## src/rtl/mar_seq_if.sv

```systemverilog
// W-bus side of the memory address register: data, active-low strobes and registered outputs.
interface mar_seq_if #(
    parameter int unsigned AW = 16
);
    logic [AW-1:0] WBUS;
    logic          nLm;
    logic          nLb;
    logic          nInc;
    logic          nDec;
    logic [AW-1:0] address;
    logic          busy;
    logic          wrap;

    modport master (
        output WBUS, nLm, nLb, nInc, nDec,
        input  address, busy, wrap
    );

    modport slave (
        input  WBUS, nLm, nLb, nInc, nDec,
        output address, busy, wrap
    );
endinterface

```

## src/rtl/mar_seq.sv

```systemverilog
// Memory address register: full load, two-step byte assembly with atomic commit,
// modular increment/decrement with a one-cycle wrap pulse.
module mar_seq #(
    parameter int unsigned    AW         = 16,
    parameter int unsigned    BW         = 8,
    parameter logic [AW-1:0]  RESET_ADDR = '0
) (
    input logic       CLK,
    input logic       CLR,
    mar_seq_if.slave  bus
);
    localparam logic [0:0] IDLE     = 1'b0;
    localparam logic [0:0] LOW_HELD = 1'b1;

    // Power-up values match the reset state.
    logic [AW-1:0] address_q = RESET_ADDR;
    logic [AW-1:0] address_d;
    logic [0:0]    state_q   = IDLE;
    logic [0:0]    state_d;
    logic [BW-1:0] staging_q = '0;
    logic [BW-1:0] staging_d;
    logic          wrap_q    = 1'b0;
    logic          wrap_d;

    always_comb begin
        address_d = address_q;
        state_d   = state_q;
        staging_d = staging_q;
        wrap_d    = 1'b0;
        if (!bus.nLm) begin
            address_d = bus.WBUS;
            state_d   = IDLE;
            staging_d = '0;
        end else if (!bus.nLb) begin
            if (state_q == IDLE) begin
                staging_d = bus.WBUS[BW-1:0];
                state_d   = LOW_HELD;
            end else begin
                // High byte and staged low byte land in the same edge.
                address_d = {bus.WBUS[AW-BW-1:0], staging_q};
                state_d   = IDLE;
            end
        end else if (!bus.nInc && bus.nDec) begin
            address_d = address_q + AW'(1);
            wrap_d    = (address_q == '1);
        end else if (bus.nInc && !bus.nDec) begin
            address_d = address_q - AW'(1);
            wrap_d    = (address_q == '0);
        end
    end

    always_ff @(posedge CLK) begin
        if (CLR) begin
            address_q <= RESET_ADDR;
            state_q   <= IDLE;
            staging_q <= '0;
            wrap_q    <= 1'b0;
        end else begin
            address_q <= address_d;
            state_q   <= state_d;
            staging_q <= staging_d;
            wrap_q    <= wrap_d;
        end
    end

    assign bus.address = address_q;
    assign bus.busy    = (state_q == LOW_HELD);
    assign bus.wrap    = wrap_q;
endmodule
```

## src/flat_wrapper.sv

```systemverilog
// flat-port wrapper written by rule: the top's interface ports become plain ports
module mar_seq_flat 
#(
    parameter int unsigned    AW         = 16,
    parameter int unsigned    BW         = 8,
    parameter logic [AW-1:0]  RESET_ADDR = '0
)
  (CLK, CLR, bus_WBUS, bus_nLm, bus_nLb, bus_nInc, bus_nDec, bus_address, bus_busy, bus_wrap);
  mar_seq_if #(.AW(AW)) bus_i ();
  input logic CLK;
  input logic CLR;
  input wire logic [$bits(bus_i.WBUS)-1:0] bus_WBUS;
  input wire logic [$bits(bus_i.nLm)-1:0] bus_nLm;
  input wire logic [$bits(bus_i.nLb)-1:0] bus_nLb;
  input wire logic [$bits(bus_i.nInc)-1:0] bus_nInc;
  input wire logic [$bits(bus_i.nDec)-1:0] bus_nDec;
  output wire logic [$bits(bus_i.address)-1:0] bus_address;
  output wire logic [$bits(bus_i.busy)-1:0] bus_busy;
  output wire logic [$bits(bus_i.wrap)-1:0] bus_wrap;
  assign bus_i.WBUS = bus_WBUS;
  assign bus_i.nLm = bus_nLm;
  assign bus_i.nLb = bus_nLb;
  assign bus_i.nInc = bus_nInc;
  assign bus_i.nDec = bus_nDec;
  assign bus_address = bus_i.address;
  assign bus_busy = bus_i.busy;
  assign bus_wrap = bus_i.wrap;
  mar_seq #(.AW(AW), .BW(BW), .RESET_ADDR(RESET_ADDR)) u_core (.CLK(CLK), .CLR(CLR), .bus(bus_i));
endmodule
```

## config.mk

```make
export PLATFORM = sky130hd
export DESIGN_NAME = mar_seq_flat
export DESIGN_NICKNAME = d
export VERILOG_FILES = /design/src/rtl/mar_seq_if.sv /design/src/rtl/mar_seq.sv /design/src/flat_wrapper.sv
export SDC_FILE = /design/constraint.sdc
export NUM_CORES = 1
export LEC_CHECK = 0
export CAP_MARGIN = 5
export CORE_ASPECT_RATIO = 1.2
export CORE_MARGIN = 1
export CORE_UTILIZATION = 30
export CTS_CLUSTER_SIZE = 28
export DETAILED_ROUTE_END_ITERATION = 8
export PLACE_DENSITY = 0.62
export SLEW_MARGIN = 30
export SYNTH_ARGS = -nofsm -noshare
export SYNTH_HDL_FRONTEND = slang
export SYNTH_SLANG_ARGS = --single-unit
export TNS_END_PERCENT = 30
```

## constraint.sdc

```tcl
create_clock -name CLK -period 3.6 [get_ports CLK]
set_input_delay 0.72 -clock CLK [delete_from_list [all_inputs] [get_ports CLK]]
set_output_delay 0.72 -clock CLK [all_outputs]
set_load 0.01 [all_outputs]
```

* After elaboration in Yosys (flattened, before gate mapping)
Cells that the tools add are included.
** Word-level totals
- Output and inout port bits :: 18
- Input bits :: 22
- Bits in registers :: 26
- Word-level logic and storage cells :: 29
** Operators by class
- Eq/ne operators :: 3
- $add $sub $neg :: 2
- Reductions and logical operators :: 9
- Bitwise logic cells :: 3
- Multiplexer cells :: 8
** Operators with widths (number)
- $mux W16 :: 5
- $add A16 B1 Y16 const B :: 1
- $eq A16 B16 Y1 const B :: 1
- $logic_not A16 Y1 :: 1
- $sub A16 B1 Y16 const B :: 1
- $ne A4 B2 Y1 const B :: 1
- $reduce_and A2 Y1 :: 2
- $mux W1 :: 3
- $ne A3 B1 Y1 const B :: 1
- $not A1 Y1 :: 3
- $reduce_or A3 Y1 :: 1
- $logic_and A1 B1 Y1 :: 2
- $logic_not A1 Y1 :: 2
- $reduce_or A2 Y1 :: 1

* Depth between registers and ports, before layout
Gate-level depths: netlist of run 1.
- Depth after elaboration :: 6
- Depth in mapped cells :: 11
- Mapped depth without buffers :: 10

* Least setup slack after synthesis of run 1
OpenSTA, ideal clock, no wires.
- Kind :: input -> register
- Start point :: input port bus_nInc
- End point :: register u_core.address_q[8] (netlist: u_core.bus.address[8])
- Path slack :: 560 ps
- Cell stages on the path :: 10
- Arrival :: 2924 ps
- Library setup time :: 116 ps
- Path buffers :: 0
- Cells stage by stage :: inv_1 ha_1 inv_1 ha_1 nor2b_1 o31a_1 o21a_1 o21a_1 or3_1 a31o_2
** Between the ends
- Cells in the longest elaborated chain, start to end :: 5
- Elaborated cells on any way between the ends :: 8
- Classes of those cells :: 1 x eq/ne; 3 x mux; 4 x reduce/logical
** RTL lines
- from (decl) :: line flat_wrapper.sv:15 : input wire logic [$bits(bus_i.nInc)-1:0] bus_nInc;
- $logic_not A1 Y1 :: line mar_seq.sv:43 : end else if (!bus.nInc && bus.nDec) begin
- $logic_and A1 B1 Y1 :: line mar_seq.sv:43
- $mux W16 :: line mar_seq.sv:43
- $mux W16 :: line mar_seq.sv:34 : end else if (!bus.nLb) begin
- $mux W16 :: line mar_seq.sv:30 : if (!bus.nLm) begin
- to (signal assigned) :: line mar_seq.sv:59 : address_q <= address_d;
- to (decl) :: line mar_seq.sv:16 : logic [AW-1:0] address_q = RESET_ADDR;
Several ways; a longest one is shown, not always the timed one.
A chain may end at the register's enable or synchronous reset.

* Worst setup path after layout of run 1
- Start point :: input port bus_nInc
- End point :: register u_core.address_q[15] (netlist: u_core.bus.address[15])
Same word-level chain as after synthesis.

==> results of run 1 <==
## critical path, cell delays in order
cell and delay, ns:
sky130_fd_sc_hd__clkdlybuf4s50_1 0.48, sky130_fd_sc_hd__inv_1 0.05, sky130_fd_sc_hd__ha_1 0.18, sky130_fd_sc_hd__inv_1 0.26, sky130_fd_sc_hd__buf_4 0.23, sky130_fd_sc_hd__ha_1 0.26, sky130_fd_sc_hd__a21oi_1 0.13, sky130_fd_sc_hd__o21ai_0 0.15
sky130_fd_sc_hd__a221oi_2 0.28, sky130_fd_sc_hd__o21ai_2 0.12, sky130_fd_sc_hd__mux2_4 0.31, sky130_fd_sc_hd__a2111oi_2 0.22
## per-layer routing
layer  wire length, µm  vias to the layer above  share of wire [%]  global-route usage, %
li1                  -                     1153                  -                      -
met1              3060                     1093                 45                  23.67
met2              3366                       55                 49                  32.12
met3               274                       12                4.0                  2.679
met4               130                        0                1.9                  5.952
met5                 0                        -                  0                      0
## Yosys cell counts (4+ instances only)
cell                       number
sky130_fd_sc_hd__nand2b_1      12
sky130_fd_sc_hd__nor3_1         8
sky130_fd_sc_hd__dfxtp_1       26
sky130_fd_sc_hd__nand2_1       49
sky130_fd_sc_hd__o221ai_1       4
sky130_fd_sc_hd__nand3_1        6
sky130_fd_sc_hd__xnor2_1        4
sky130_fd_sc_hd__or3_1          5
sky130_fd_sc_hd__o211ai_1      11
sky130_fd_sc_hd__o21ai_0       11
sky130_fd_sc_hd__mux2i_1        6
sky130_fd_sc_hd__ha_1          18
sky130_fd_sc_hd__nand4_1        6
sky130_fd_sc_hd__o21a_1         6
sky130_fd_sc_hd__a21oi_1       29
sky130_fd_sc_hd__clkbuf_1      12
sky130_fd_sc_hd__inv_1          7
sky130_fd_sc_hd__a21o_1         7
sky130_fd_sc_hd__nor2_1        14
sky130_fd_sc_hd__a311oi_1       4
sky130_fd_sc_hd__nor4_1         4
## state kept, by name, indices dropped and copies added, names as in the netlist
name and count:
u_core.bus.address 16, u_core.staging_q 8, u_core.bus.busy 1, u_core.bus.wrap 1
## layout make-up
cell class	instances	area share, %
sequential	26	18.59
clock buffer	3	1.475
timing repair buffer	52	17.43
multi-input combinational	241	56.48
tap	87	3.887
clock inverter	1	1.072
inverter	8	1.072
## path summary, 6_finish.rpt
kind                         start                      to  slack (ns)
max                       bus_nInc  u_core.bus.address[15]        0.39
min            u_core.staging_q[4]     u_core.staging_q[4]        0.46
min reg2reg    u_core.staging_q[4]     u_core.staging_q[4]        0.46
max reg2reg  u_core.bus.address[0]  u_core.bus.address[12]        1.15
## power by group through the flow
stage,logic [mW],registers (mW),clock network (mW)
6_report,0.445,0.349,0.257
5_1_grt,0.491,0.353,0.274
4_1_cts,0.445,0.349,0.263
3_5_place_dp,0.442,0.355,0
3_3_place_gp,0.439,0.354,0
2_1_floorplan,0.286,0.350,0
## cell usage in the layout (no fill, tap or decap), drive strengths merged, types with 8 or more instances in the layout
master / instances
a21oi: 29
buf: 13
clkdlybuf4s50: 39
dfxtp: 26
ha: 18
nand2: 49
nand2b: 12
nor2: 14
nor3: 8
o211ai: 11
o21ai: 12
## cells by family (layout without fill, tap and decap cells)
group,count (synthesis),count (layout)
buffers and inverters,21,64
adders and majority gates,19,19
DFF,26,26
muxes,7,7
AOI/OAI and AO/OA,94,94
and+or+nand+nor,116,116
xor gates and xnor gates,5,5
## metrics by stage
step           util [%]  setup slack, ns  instances  cell area, µm²
4_1_cts           40.37           0.3816        418            2800
2_1_floorplan         -           0.5603        288            2182
6_report          40.37           0.3904        418            2800
5_1_grt           40.37           0.2309        418            2800
3_5_place_dp      39.34          0.08387        414            2729
3_3_place_gp      39.34           0.1573        414            2729
==> metrics.md, run 1 <==
| Metric | Value |
|---|---|
| Clock buffer count from CTS | 3 |
| Synth area leaders | sky130_fd_sc_hd__dfxtp_1 24%, sky130_fd_sc_hd__ha_1 10%, sky130_fd_sc_hd__nand2_1 8.4% |
| Nets | 373 |
| Clock skew | 0.006500 ns |
| Final critical-path share of the clock period | 89.16% |
| Internal Dissipation | 673.0 µW |
| Total Die Area | 0.007620 mm² |
| # port buffers | 39 |
| Run status | finished, final reports clean |
| Insertion delay to the later sink of the worst-skew pair | 0.28 ns |
| Unrepaired setup endpoints after global routing | false |
| Static leakage | 1.087 nW |
| Headroom to the max-slew limit | 61.88% |
| Endpoints failing setup | 0 |
| Share of synthesized registers carrying an async set or reset | 0% |
| Transition time at the pin with the least slew margin | 0.5700 ns |
| CTS HTree Levels | 1 |
| Achievable clock frequency | 311.6 MHz |
| Clock network fraction of design power | 24.4% |
| RD Place Congestion | 0.9536 |
| Clock-pin slew on the worst setup and hold paths | 0.10 ns |
| Switching Fraction | 35.98% |
| Number of cells produced by synthesis | 288 |
| First-pass GRT wire length | 10.85 mm |
| Synthesized area per cell | 7.577 µm² |
| Worst Path Max Fanout | 8 |
| Share of the synthesized netlist area taken by xor and xnor gates | 2.007% |
| GRT overflow | 0 |
| WHS | 0.4578 ns |
| DRC errors left | 0 |
| Post-synthesis cell type count | 48 |
| Post-route total power | 1.051 mW |
| Adder-cell share of the synthesized area | 11.24% |
| Ports placed on the boundary | 40 |
| Number of enable-type register cells in the synthesized netlist | 0 |
| Synth Net Count | 329 |
| Flops & latches, synth | 26 |
| Maximum clock insertion buffer count | 2 |
| Final antenna diode count | 0 |
| Simple logic cell fraction of the synthesized area | 25.57% |
| Mean number of vias per cell | 5.533 |
| Number of buffers inserted to repair setup after CTS | 0 |
| WS Path Type | primary input to flip-flop |
| Routed Wire Length | 6.831 mm |
| Final critical delay including setup and external delays | 3.210 ns |
| Share of cells above drive strength 1 | 8.761% |
| Clock sink total | 26 |
| FP Rows | 33 |
| Count of pins over their slew limit | 0 |
| Die extent in x | 79.86 µm |
| Share of the synthesized area in compound gates (AO/OA/AOI/OAI) | 30.22% |
| Global-route total usage across every layer | 18.61% |
| Share of the yosys chip area belonging to registers | 23.85% |
| FILL cells | 744 |
| Summed instance area of the synthesized netlist | 0.002182 mm² |
| Maximum number of pins on one net before global-route repair | 34 |
| Via count | 2313 |
| Area fraction of the dominant cell type after synthesis | 23.85% |
| Number of nets with antenna violations after detailed routing | 0 |
| Worst setup EP type | flip-flop |
| Number of cells traversed by the worst hold path | 2 |
| Initial detailed-routing violation count | 133 |
| Detail Placement HPWL | 5.218 mm |
| Initial core utilization | 31.46% |
| Floorplan core area | 0.006937 mm² |
| Synth Warn # | 0 |
| Seq pwr share | 33.2% |
| Post-synthesis mux area share | 3.440% |
| Post-cts repair resize count | 0 |
| FF+latch area | 520.5 µm² |
| Combined area of the multi-input logic cells | 0.001582 mm² |
| Tightest Hold Check Type | flip-flop to flip-flop |
| Final hold viol count | 0 |
| CTS tree | built |
| Total negative setup slack | 0 ns |
| Peak supply drop | 0.0001810 V |
| Top cell type by total area after synthesis | sky130_fd_sc_hd__dfxtp_1 |
| NetSw | 378.2 µW |
| Number of max-cap violations | 0 |
| Master cell of the clock root buffer | sky130_fd_sc_hd__clkbuf_8 |
| Logic pwr share | 42.3% |
| Ys flop type | sky130_fd_sc_hd__dfxtp_1 |
| Crit start category | primary input |
| Post-cts hold buffer count | 0 |
| Initial antenna violation count | 0 |
| Data arrival time of the critical path | 3.39 ns |
| Vias in the first global route | 2171 |
| Required time worst endpoint | 3.78 ns |
| Power per standard cell area | 375.4 mW/mm² |
| Height of the die | 95.43 µm |
| Main combinational cell family by area after synthesis | compound AO/OA/AOI/OAI gates |
| Per-cell routed wire length | 16.34 µm |
| Number of detailed-routing iterations run before antenna repair | 4 |
| Worst Reg-to-Reg Cells | 8 |
| Relative area change from synthesis to final layout | 28.33% |
(Power assumes the default switching activity.)
==> run 2, diff against run 1 <==
CORE_UTILIZATION = 50   (was 30)
PLACE_DENSITY = 0.88   (was 0.62)
==> metrics.md, run 2 (synthesis gave the netlist of run 1 again) <==
| Metric | Value |
|---|---|
| Run status | finished, final reports clean (unchanged) |
| Peak supply drop | 0.0003266 V (was 0.0001810 V) |
| Final critical-path share of the clock period | 92.43% (was 89.16%) |
| Post-route core utilization | 68.58% (was 40.37%) |
| Total negative setup slack | 0 ns (unchanged) |
| Clock-pin slew on the worst setup and hold paths | 0.10 ns (about the same) |
| Initial core utilization | 53.66% (was 31.46%) |
| DRC errors left | 0 (unchanged) |
| RD Place Congestion | 0.9740 (was 0.9536) |
| Combined area of the multi-input logic cells | 0.001582 mm² (unchanged) |
| Tightest Hold Check Type | flip-flop to flip-flop (unchanged) |
| Achievable clock frequency | 300.5 MHz (was 311.6 MHz) |
| Post-cts hold buffer count | 0 (unchanged) |
| WS Path Type | primary input to flip-flop (unchanged) |
| Vias in the first global route | 2332 (was 2171) |
| Initial antenna violation count | 0 (unchanged) |
| CTS tree | built (unchanged) |
| Commonest non-fill, non-tap cell in the layout | sky130_fd_sc_hd__nand2_1 (unchanged) |
| Post-route total power | 1.062 mW (was 1.051 mW) |
| Die extent in x | 62.31 µm (was 79.86 µm) |
| Master cell of the clock root buffer | sky130_fd_sc_hd__clkbuf_8 (unchanged) |
| Most frequent cells in the layout | 49 x sky130_fd_sc_hd__nand2_1, 39 x sky130_fd_sc_hd__clkdlybuf4s50_1, 29 x sky130_fd_sc_hd__a21oi_1 (unchanged) |
| Met3 Use GR | 4.448% (was 2.679%) |
| Met2 Use GR | 57.75% (was 32.12%) |
| Nets | 377 (was 373) |
| GRT overflow | 0 (unchanged) |
| Via count | 2440 (was 2313) |
| Highest-delay cell along the critical path | sky130_fd_sc_hd__clkdlybuf4s50_1 (unchanged) |
| Met1 track demand over resource | 32.72% (was 23.67%) |
| # port buffers | 39 (unchanged) |
| Headroom to the max-slew limit | 69.49% (was 61.88%) |
| Critical-path cell list | clkdlybuf4s50_1 > inv_1 > ha_1 > inv_1 > buf_4 > ha_1 > nand4_1 > or3_1 > o21ai_2 > mux2_4 > a2111oi_2 (was clkdlybuf4s50_1 > inv_1 > ha_1 > inv_1 > buf_4 > ha_1 > a21oi_1 > o21ai_0 > a221oi_2 > o21ai_2 > mux2_4 > a2111oi_2) |
| Maximum number of pins on one net before global-route repair | 18 (was 34) |
| Maximum clock insertion buffer count | 2 (unchanged) |
| Global-route total usage across every layer | 29.81% (was 18.61%) |
| Height of the die | 74.37 µm (was 95.43 µm) |
| Final antenna diode count | 0 (unchanged) |
| Data arrival time of the critical path | 3.50 ns (was 3.39 ns) |
| Number of max-cap violations | 0 (unchanged) |
| Ports placed on the boundary | 40 (unchanged) |
| FILL cells | 346 (was 744) |
| Total Die Area | 0.004633 mm² (was 0.007620 mm²) |
| Worst setup EP type | flip-flop (unchanged) |
| Global routing's busiest layer | met2 (unchanged) |
| Clock buffer count from CTS | 3 (unchanged) |
| Required time worst endpoint | 3.77 ns (was 3.78 ns) |
| Number of flip-flops in the largest register | 16 (unchanged) |
| Number of detailed-routing iterations run before antenna repair | 5 (was 4) |
| Floorplan core area | 0.004066 mm² (was 0.006937 mm²) |
| Mean number of vias per cell | 6.272 (was 5.533) |
| Number of nets with antenna violations after detailed routing | 0 (unchanged) |
| Endpoints failing setup | 0 (unchanged) |
| Number of buffers inserted to repair setup after CTS | 0 (unchanged) |
| Largest stage delay on the critical path | 0.48 ns (about the same) |
| FF+latch area | 520.5 µm² (unchanged) |
| Unrepaired setup endpoints after global routing | false (unchanged) |
| Crit start category | primary input (unchanged) |
| Worst Path Max Fanout | 11 (was 8) |
| Relative area change from synthesis to final layout | 27.81% (was 28.33%) |
| Final hold viol count | 0 (unchanged) |
| Transition time at the pin with the least slew margin | 0.4563 ns (was 0.5700 ns) |
| Initial detailed-routing violation count | 242 (was 133) |
| Static leakage | 1.106 nW (was 1.087 nW) |
| FP Rows | 25 (was 33) |
| Count of pins over their slew limit | 0 (unchanged) |
| Per-cell routed wire length | 17.07 µm (was 16.34 µm) |
| CTS HTree Levels | 1 (unchanged) |
| Routed Wire Length | 6.639 mm (was 6.831 mm) |
| Clock sink total | 26 (unchanged) |
| Clock skew | 0.008170 ns (was 0.006500 ns) |
| Power per standard cell area | 380.7 mW/mm² (was 375.4 mW/mm²) |
| Final critical delay including setup and external delays | 3.327 ns (was 3.210 ns) |
| Insertion delay to the later sink of the worst-skew pair | 0.28 ns (about the same) |
| Post-cts repair resize count | 0 (unchanged) |
| Share of cells above drive strength 1 | 9.851% (was 8.761%) |
| First-pass GRT wire length | 10.94 mm (was 10.85 mm) |
| Detail Placement HPWL | 4.872 mm (was 5.218 mm) |
run 2: cell types whose count changed in the layout (fill, tap and decap cells not counted):
cell,before,now
sky130_fd_sc_hd__buf_4,13,17
run 2: final timing paths:
path / start / end / slack (ns) / depth (start not counted)
max reg2reg: u_core.bus.address[0] / u_core.bus.address[12] / 1.24 / 8
max: bus_nInc / u_core.bus.address[15] / 0.27 / 11
min reg2reg: u_core.staging_q[4] / u_core.staging_q[4] / 0.46 / 2
min: u_core.staging_q[4] / u_core.staging_q[4] / 0.46 / 2
run 2: worst max-delay path, delay by kind of cell:
| family | cells | cell delay (ns) |
|---|---|---|
| muxes | 1 | 0.34 |
| buffers and inverters | 4 | 1.04 |
| and+or+nand+nor | 2 | 0.47 |
| adders and majority gates | 2 | 0.43 |
| AOI/OAI and AO/OA | 2 | 0.49 |
run 2: power breakdown:
| group | leakage [nW] | internal (mW) | switching, mW |
|---|---|---|---|
| logic | 0.856 | 0.221 | 0.239 |
| registers | 0.214 | 0.310 | 0.0393 |
| clock network | 0.0357 | 0.149 | 0.104 |
| total | 1.11 | 0.680 | 0.382 |
run 2: metrics by stage:
stage	cells	setup WS [ns]	hold WS [ns]	cell area, µm²
2_1_floorplan	288	0.5603	0.4318	2182
3_3_place_gp	385	0.09950	0.4425	2718
3_5_place_dp	385	0.04049	0.4488	2718
4_1_cts	389	0.3098	0.4634	2789
5_1_grt	389	0.01592	0.4906	2789
6_report	389	0.2726	0.4596	2789
run 2: final cells by class:
| type | instances | area share (%) |
|---|---|---|
| clock buffer | 3 | 1.480 |
| clock inverter | 1 | 1.077 |
| inverter | 8 | 1.077 |
| multi-input combinational | 241 | 56.71 |
| sequential | 26 | 18.66 |
| tap | 54 | 2.423 |
| timing repair buffer | 56 | 18.57 |
run 2: per-layer routing:
metal / part of all wire (%) / wire (µm)
met5: 0 / 0
met3: 5.5 / 367
met4: 3.1 / 205
met2: 52 / 3464
met1: 39 / 2601
==> run 3, diff against run 2 <==
CORE_UTILIZATION = 45   (was 50)
PLACE_DENSITY = 0.81   (was 0.88)
==> metrics.md, run 3 (synthesis gave the netlist of run 1 again) <==
| Metric | Value |
|---|---|
| # port buffers | 39 (unchanged) |
| DRC errors left | 0 (unchanged) |
| Clock sink total | 26 (unchanged) |
| NetSw | 366.4 µW (was 382.2 µW) |
| WHS | 0.4591 ns (was 0.4596 ns) |
| Clock network fraction of design power | 17.6% (was 23.8%) |
| Vias in the first global route | 2232 (was 2332) |
| Crit start category | primary input (unchanged) |
| Via count | 2412 (was 2440) |
| Transition time at the pin with the least slew margin | 0.4581 ns (was 0.4563 ns) |
| Seq pwr share | 35.7% (was 32.9%) |
| Global routing's busiest layer | met2 (unchanged) |
| Detail Placement HPWL | 4.875 mm (was 4.872 mm) |
| CTS tree | built (unchanged) |
| Number of detailed-routing iterations run before antenna repair | 6 (was 5) |
| Maximum clock insertion buffer count | 2 (unchanged) |
| Total Die Area | 0.005133 mm² (was 0.004633 mm²) |
| Post-route core utilization | 59.72% (was 68.58%) |
| Height of the die | 78.28 µm (was 74.37 µm) |
| Achievable clock frequency | 300.0 MHz (was 300.5 MHz) |
| CTS HTree Levels | 1 (unchanged) |
| Maximum number of pins on one net before global-route repair | 34 (was 18) |
| Count of pins over their slew limit | 0 (unchanged) |
| Number of max-cap violations | 0 (unchanged) |
| Unrepaired setup endpoints after global routing | false (unchanged) |
| Headroom to the max-slew limit | 69.14% (was 69.49%) |
| Initial antenna violation count | 0 (unchanged) |
| Endpoints failing setup | 0 (unchanged) |
| Final critical-path share of the clock period | 92.60% (was 92.43%) |
| Number of nets with antenna violations after detailed routing | 0 (unchanged) |
| Met1 track demand over resource | 33.07% (was 32.72%) |
| Commonest non-fill, non-tap cell in the layout | sky130_fd_sc_hd__nand2_1 (unchanged) |
| WS Path Type | primary input to flip-flop (unchanged) |
| First-pass GRT wire length | 10.58 mm (was 10.94 mm) |
| Met2 Use GR | 46.08% (was 57.75%) |
| Final critical delay including setup and external delays | 3.334 ns (was 3.327 ns) |
| Data arrival time of the critical path | 3.51 ns (was 3.50 ns) |
| Mean number of vias per cell | 6.153 (was 6.272) |
| Met3 Use GR | 2.616% (was 4.448%) |
| FILL cells | 436 (was 346) |
| Post-cts repair resize count | 0 (unchanged) |
| Required time worst endpoint | 3.78 ns (was 3.77 ns) |
| Clock skew | 0.003116 ns (was 0.008170 ns) |
| Global-route total usage across every layer | 26.44% (was 29.81%) |
| Static leakage | 1.091 nW (was 1.106 nW) |
| Most frequent cells in the layout | 49 x sky130_fd_sc_hd__nand2_1, 39 x sky130_fd_sc_hd__clkdlybuf4s50_1, 29 x sky130_fd_sc_hd__a21oi_1 (unchanged) |
| Ports placed on the boundary | 40 (unchanged) |
| Final antenna diode count | 0 (unchanged) |
| Initial core utilization | 47.15% (was 53.66%) |
| Non-filler instance count after layout | 392 (was 389) |
| Nets | 377 (unchanged) |
| Tightest Hold Check Type | flip-flop to flip-flop (unchanged) |
| Routed Wire Length | 6.462 mm (was 6.639 mm) |
| Internal Dissipation | 605.8 µW (was 679.5 µW) |
| Post-cts hold buffer count | 0 (unchanged) |
| Clock buffer count from CTS | 3 (unchanged) |
| Die extent in x | 65.57 µm (was 62.31 µm) |
| Clock-pin slew on the worst setup and hold paths | 0.09 ns (was 0.10 ns) |
| Final hold viol count | 0 (unchanged) |
| Insertion delay to the later sink of the worst-skew pair | 0.27 ns (was 0.28 ns) |
| Number of buffers inserted to repair setup after CTS | 0 (unchanged) |
| Switching Fraction | 37.69% (was 36.00%) |
| RD Place Congestion | 0.9659 (was 0.9740) |
| Relative area change from synthesis to final layout | 26.66% (was 27.81%) |
| Worst Path Max Fanout | 12 (was 11) |
| Per-cell routed wire length | 16.48 µm (was 17.07 µm) |
| Logic pwr share | 46.7% (was 43.3%) |
| Floorplan core area | 0.004628 mm² (was 0.004066 mm²) |
| Initial detailed-routing violation count | 195 (was 242) |
| Worst setup EP type | flip-flop (unchanged) |
| Power per standard cell area | 351.7 mW/mm² (was 380.7 mW/mm²) |
| Number of flip-flops in the largest register | 16 (unchanged) |
| Run status | finished, final reports clean (unchanged) |
| Total negative setup slack | 0 ns (unchanged) |
| Peak supply drop | 0.0002224 V (was 0.0003266 V) |
| Share of cells above drive strength 1 | 9.581% (was 9.851%) |
| FP Rows | 27 (was 25) |
| Dpl cells | 389 (was 385) |
| GRT overflow | 0 (unchanged) |
| Master cell of the clock root buffer | sky130_fd_sc_hd__clkbuf_8 (unchanged) |
run 3: cell types whose count changed in the layout (fill, tap and decap cells not counted):
cell	change
sky130_fd_sc_hd__bufinv_16	-1
run 3: layout make-up:
type                    instances  area (µm²)  area share, %
clock buffers                   3       41.29          1.494
inverters                       8       30.03          1.086
multi-input cells             241        1582          57.22
flip-flops and latches         26       520.5          18.83
well taps                      58       72.57          2.626
repair buffers                 56       518.0          18.74
run 3: power by group through the flow:
stage                     combinational, mW  sequential (mW)  clock [mW]
after floorplan                       0.286            0.350           0
after global placement                0.438            0.352           0
after detailed placement              0.447            0.353           0
after CTS                             0.449            0.346       0.174
after global routing                  0.498            0.350       0.182
final                                 0.454            0.347       0.171
run 3: metal layers:
layer  part of all wire (%)  vias to the layer above
met1                     42                     1136
met3                    4.9                       19
met5                      0                        -
met2                     50                       94
li1                       -                     1163
met4                    3.2                        0
run 3: worst paths after layout:
| kind | from | endpoint | slack, ns | cells after the start |
|---|---|---|---|---|
| min reg2reg | u_core.staging_q[4] | u_core.staging_q[4] | 0.46 | 2 |
| max | bus_nInc | u_core.bus.address[8] | 0.27 | 11 |
| max reg2reg | u_core.bus.address[0] | u_core.bus.address[12] | 1.11 | 8 |
| min | u_core.staging_q[4] | u_core.staging_q[4] | 0.46 | 2 |
run 3: worst max-delay path, stage by stage:
cell	delay [ns]
sky130_fd_sc_hd__clkdlybuf4s50_1	0.48
sky130_fd_sc_hd__inv_1	0.05
sky130_fd_sc_hd__ha_1	0.19
sky130_fd_sc_hd__inv_1	0.34
sky130_fd_sc_hd__ha_1	0.35
sky130_fd_sc_hd__nor2b_1	0.17
sky130_fd_sc_hd__o31a_1	0.28
sky130_fd_sc_hd__o21a_1	0.22
sky130_fd_sc_hd__o21a_1	0.17
sky130_fd_sc_hd__or3_1	0.31
sky130_fd_sc_hd__a31o_2	0.23
run 3: through the flow:
step	power, mW	cell area, µm²	setup slack (ns)
floorplan	0.6355	2182	0.5603
global placement	0.7905	2723	0.07102
detailed placement	0.7998	2723	-0.01950
CTS	0.9695	2764	0.2762
global route	1.030	2764	0.09443
finish	0.9722	2764	0.2664
==> RTL change: new RTL, config.mk and constraints of run 3 <==
Add an input register stage for `CLR`; this delays it by one clock. The other inputs are not delayed to match.
--- a/src/rtl/mar_seq.sv
+++ b/src/rtl/mar_seq.sv
@@ -12,4 +12,10 @@
     localparam logic [0:0] IDLE     = 1'b0;
     localparam logic [0:0] LOW_HELD = 1'b1;
+
+    logic CLR_q;
+
+    always_ff @(posedge CLK) begin
+        CLR_q <= CLR;
+    end
 
     // Power-up values match the reset state.
@@ -51,5 +57,5 @@
 
     always_ff @(posedge CLK) begin
-        if (CLR) begin
+        if (CLR_q) begin
             address_q <= RESET_ADDR;
             state_q   <= IDLE;
Behaviour: not the same (a bounded check fails within 4 cycles, from zero or initial values).
==> RTL change against run 3 <==
  * Wire length grew 8.9%
  * Power grew 3.5%
  * Sequential cell count grew 1
  * Cell area grew 0.72%
  * Clock power grew 15%
  * Global-route usage grew 1.6 points
  * Area after synthesis grew 5.5%
  * Setup slack gained 0.089 ns
  * Clock skew grew 0.0046 ns
  * Largest power group unchanged
==> RTL change: results (changes against run 3) <==
Seq group 361 uW (+4%); clk_skew 0.007679 ns (+0.004563 ns); Worst Hold Slack 0.4604 ns (+0.001298 ns); Place WS 0.08904 ns (+0.1085 ns); Clock-cell share 1.753% (+0.26 points); FILL cells 460 (+5.5%); Gate power share 44.6% (-2.1 points); worst skew pair latency 0.29 ns (+0.02 ns); DRT Wirelength 7040 um (+8.9%); Syn-to-layout area delta 20.92%; met3 wire len 512 um (+61%); Non-clock buffer share 15.64% (-3.1 points); syn_area_per_cell 7.726 um2 (+2.0%); Critical Path AT 3.48 ns (-0.03 ns); layout cell share with drive strength beyond 1 6.607% (-3.0 points); Layout Cells excl Fill 393 (+0.26%); status completed; Final period util 90.13% (-2.5 points); met1 Usage GRT 37.41% (+4.3 points); nonclk buf count 45 (-20%); Synth area leaders dfxtp_1 23%, ha_1 9.8%, nand2_1 7.2%; sequential share of cell area 19.42% (+0.58 points); met2 global-route usage 45.10% (-0.98 points); Cell variety after synth 58 (+21%); GP Congestion 0.9986 (+3.4%); WL met1 2975 um (+9.7%); Detailed Routing Iterations Pass 1 5 (-1); register area share after synthesis 23.48% (-0.37 points); CP Max Fanout 14 (+2); # nets final 375 (-0.53%); post-synthesis cell count 298 (+3.5%); capture point of the worst reg-to-reg path u_core.bus.address[6]$_SDFFE_PP0P_; syn nets 339 (+3.0%); DR iter-0 viols 301 (+54%); DP HPWL 5394 um (+11%); static leakage 1.056 nW (-3.2%); NetSw 409.5 uW (+12%)
-- RTL change: how the worst max path moves through the flow --
stage | from | to | depth (start not counted)
finish | bus_nInc | u_core.bus.address[13]$_SDFFE_PP0P_ | 10
global route | bus_nInc | u_core.bus.address[13]$_SDFFE_PP0P_ | 10
CTS | bus_nInc | u_core.bus.address[13]$_SDFFE_PP0P_ | 10
detailed placement | bus_nInc | u_core.bus.address[13]$_SDFFE_PP0P_ | 10
global placement | bus_nInc | u_core.bus.address[13]$_SDFFE_PP0P_ | 10
floorplan | bus_nInc | u_core.bus.address[12]$_SDFFE_PP0P_ | 8
-- RTL change: cell families after synthesis --
family | after synthesis | synth area share, %
compound gates | 97 | 31.85
flops | 27 | 23.48
xor+xnor | 7 | 2.663
mux | 1 | 0.4348
fa+ha+maj | 19 | 10.65
buf+inv | 23 | 4.836
simple gates | 124 | 26.09
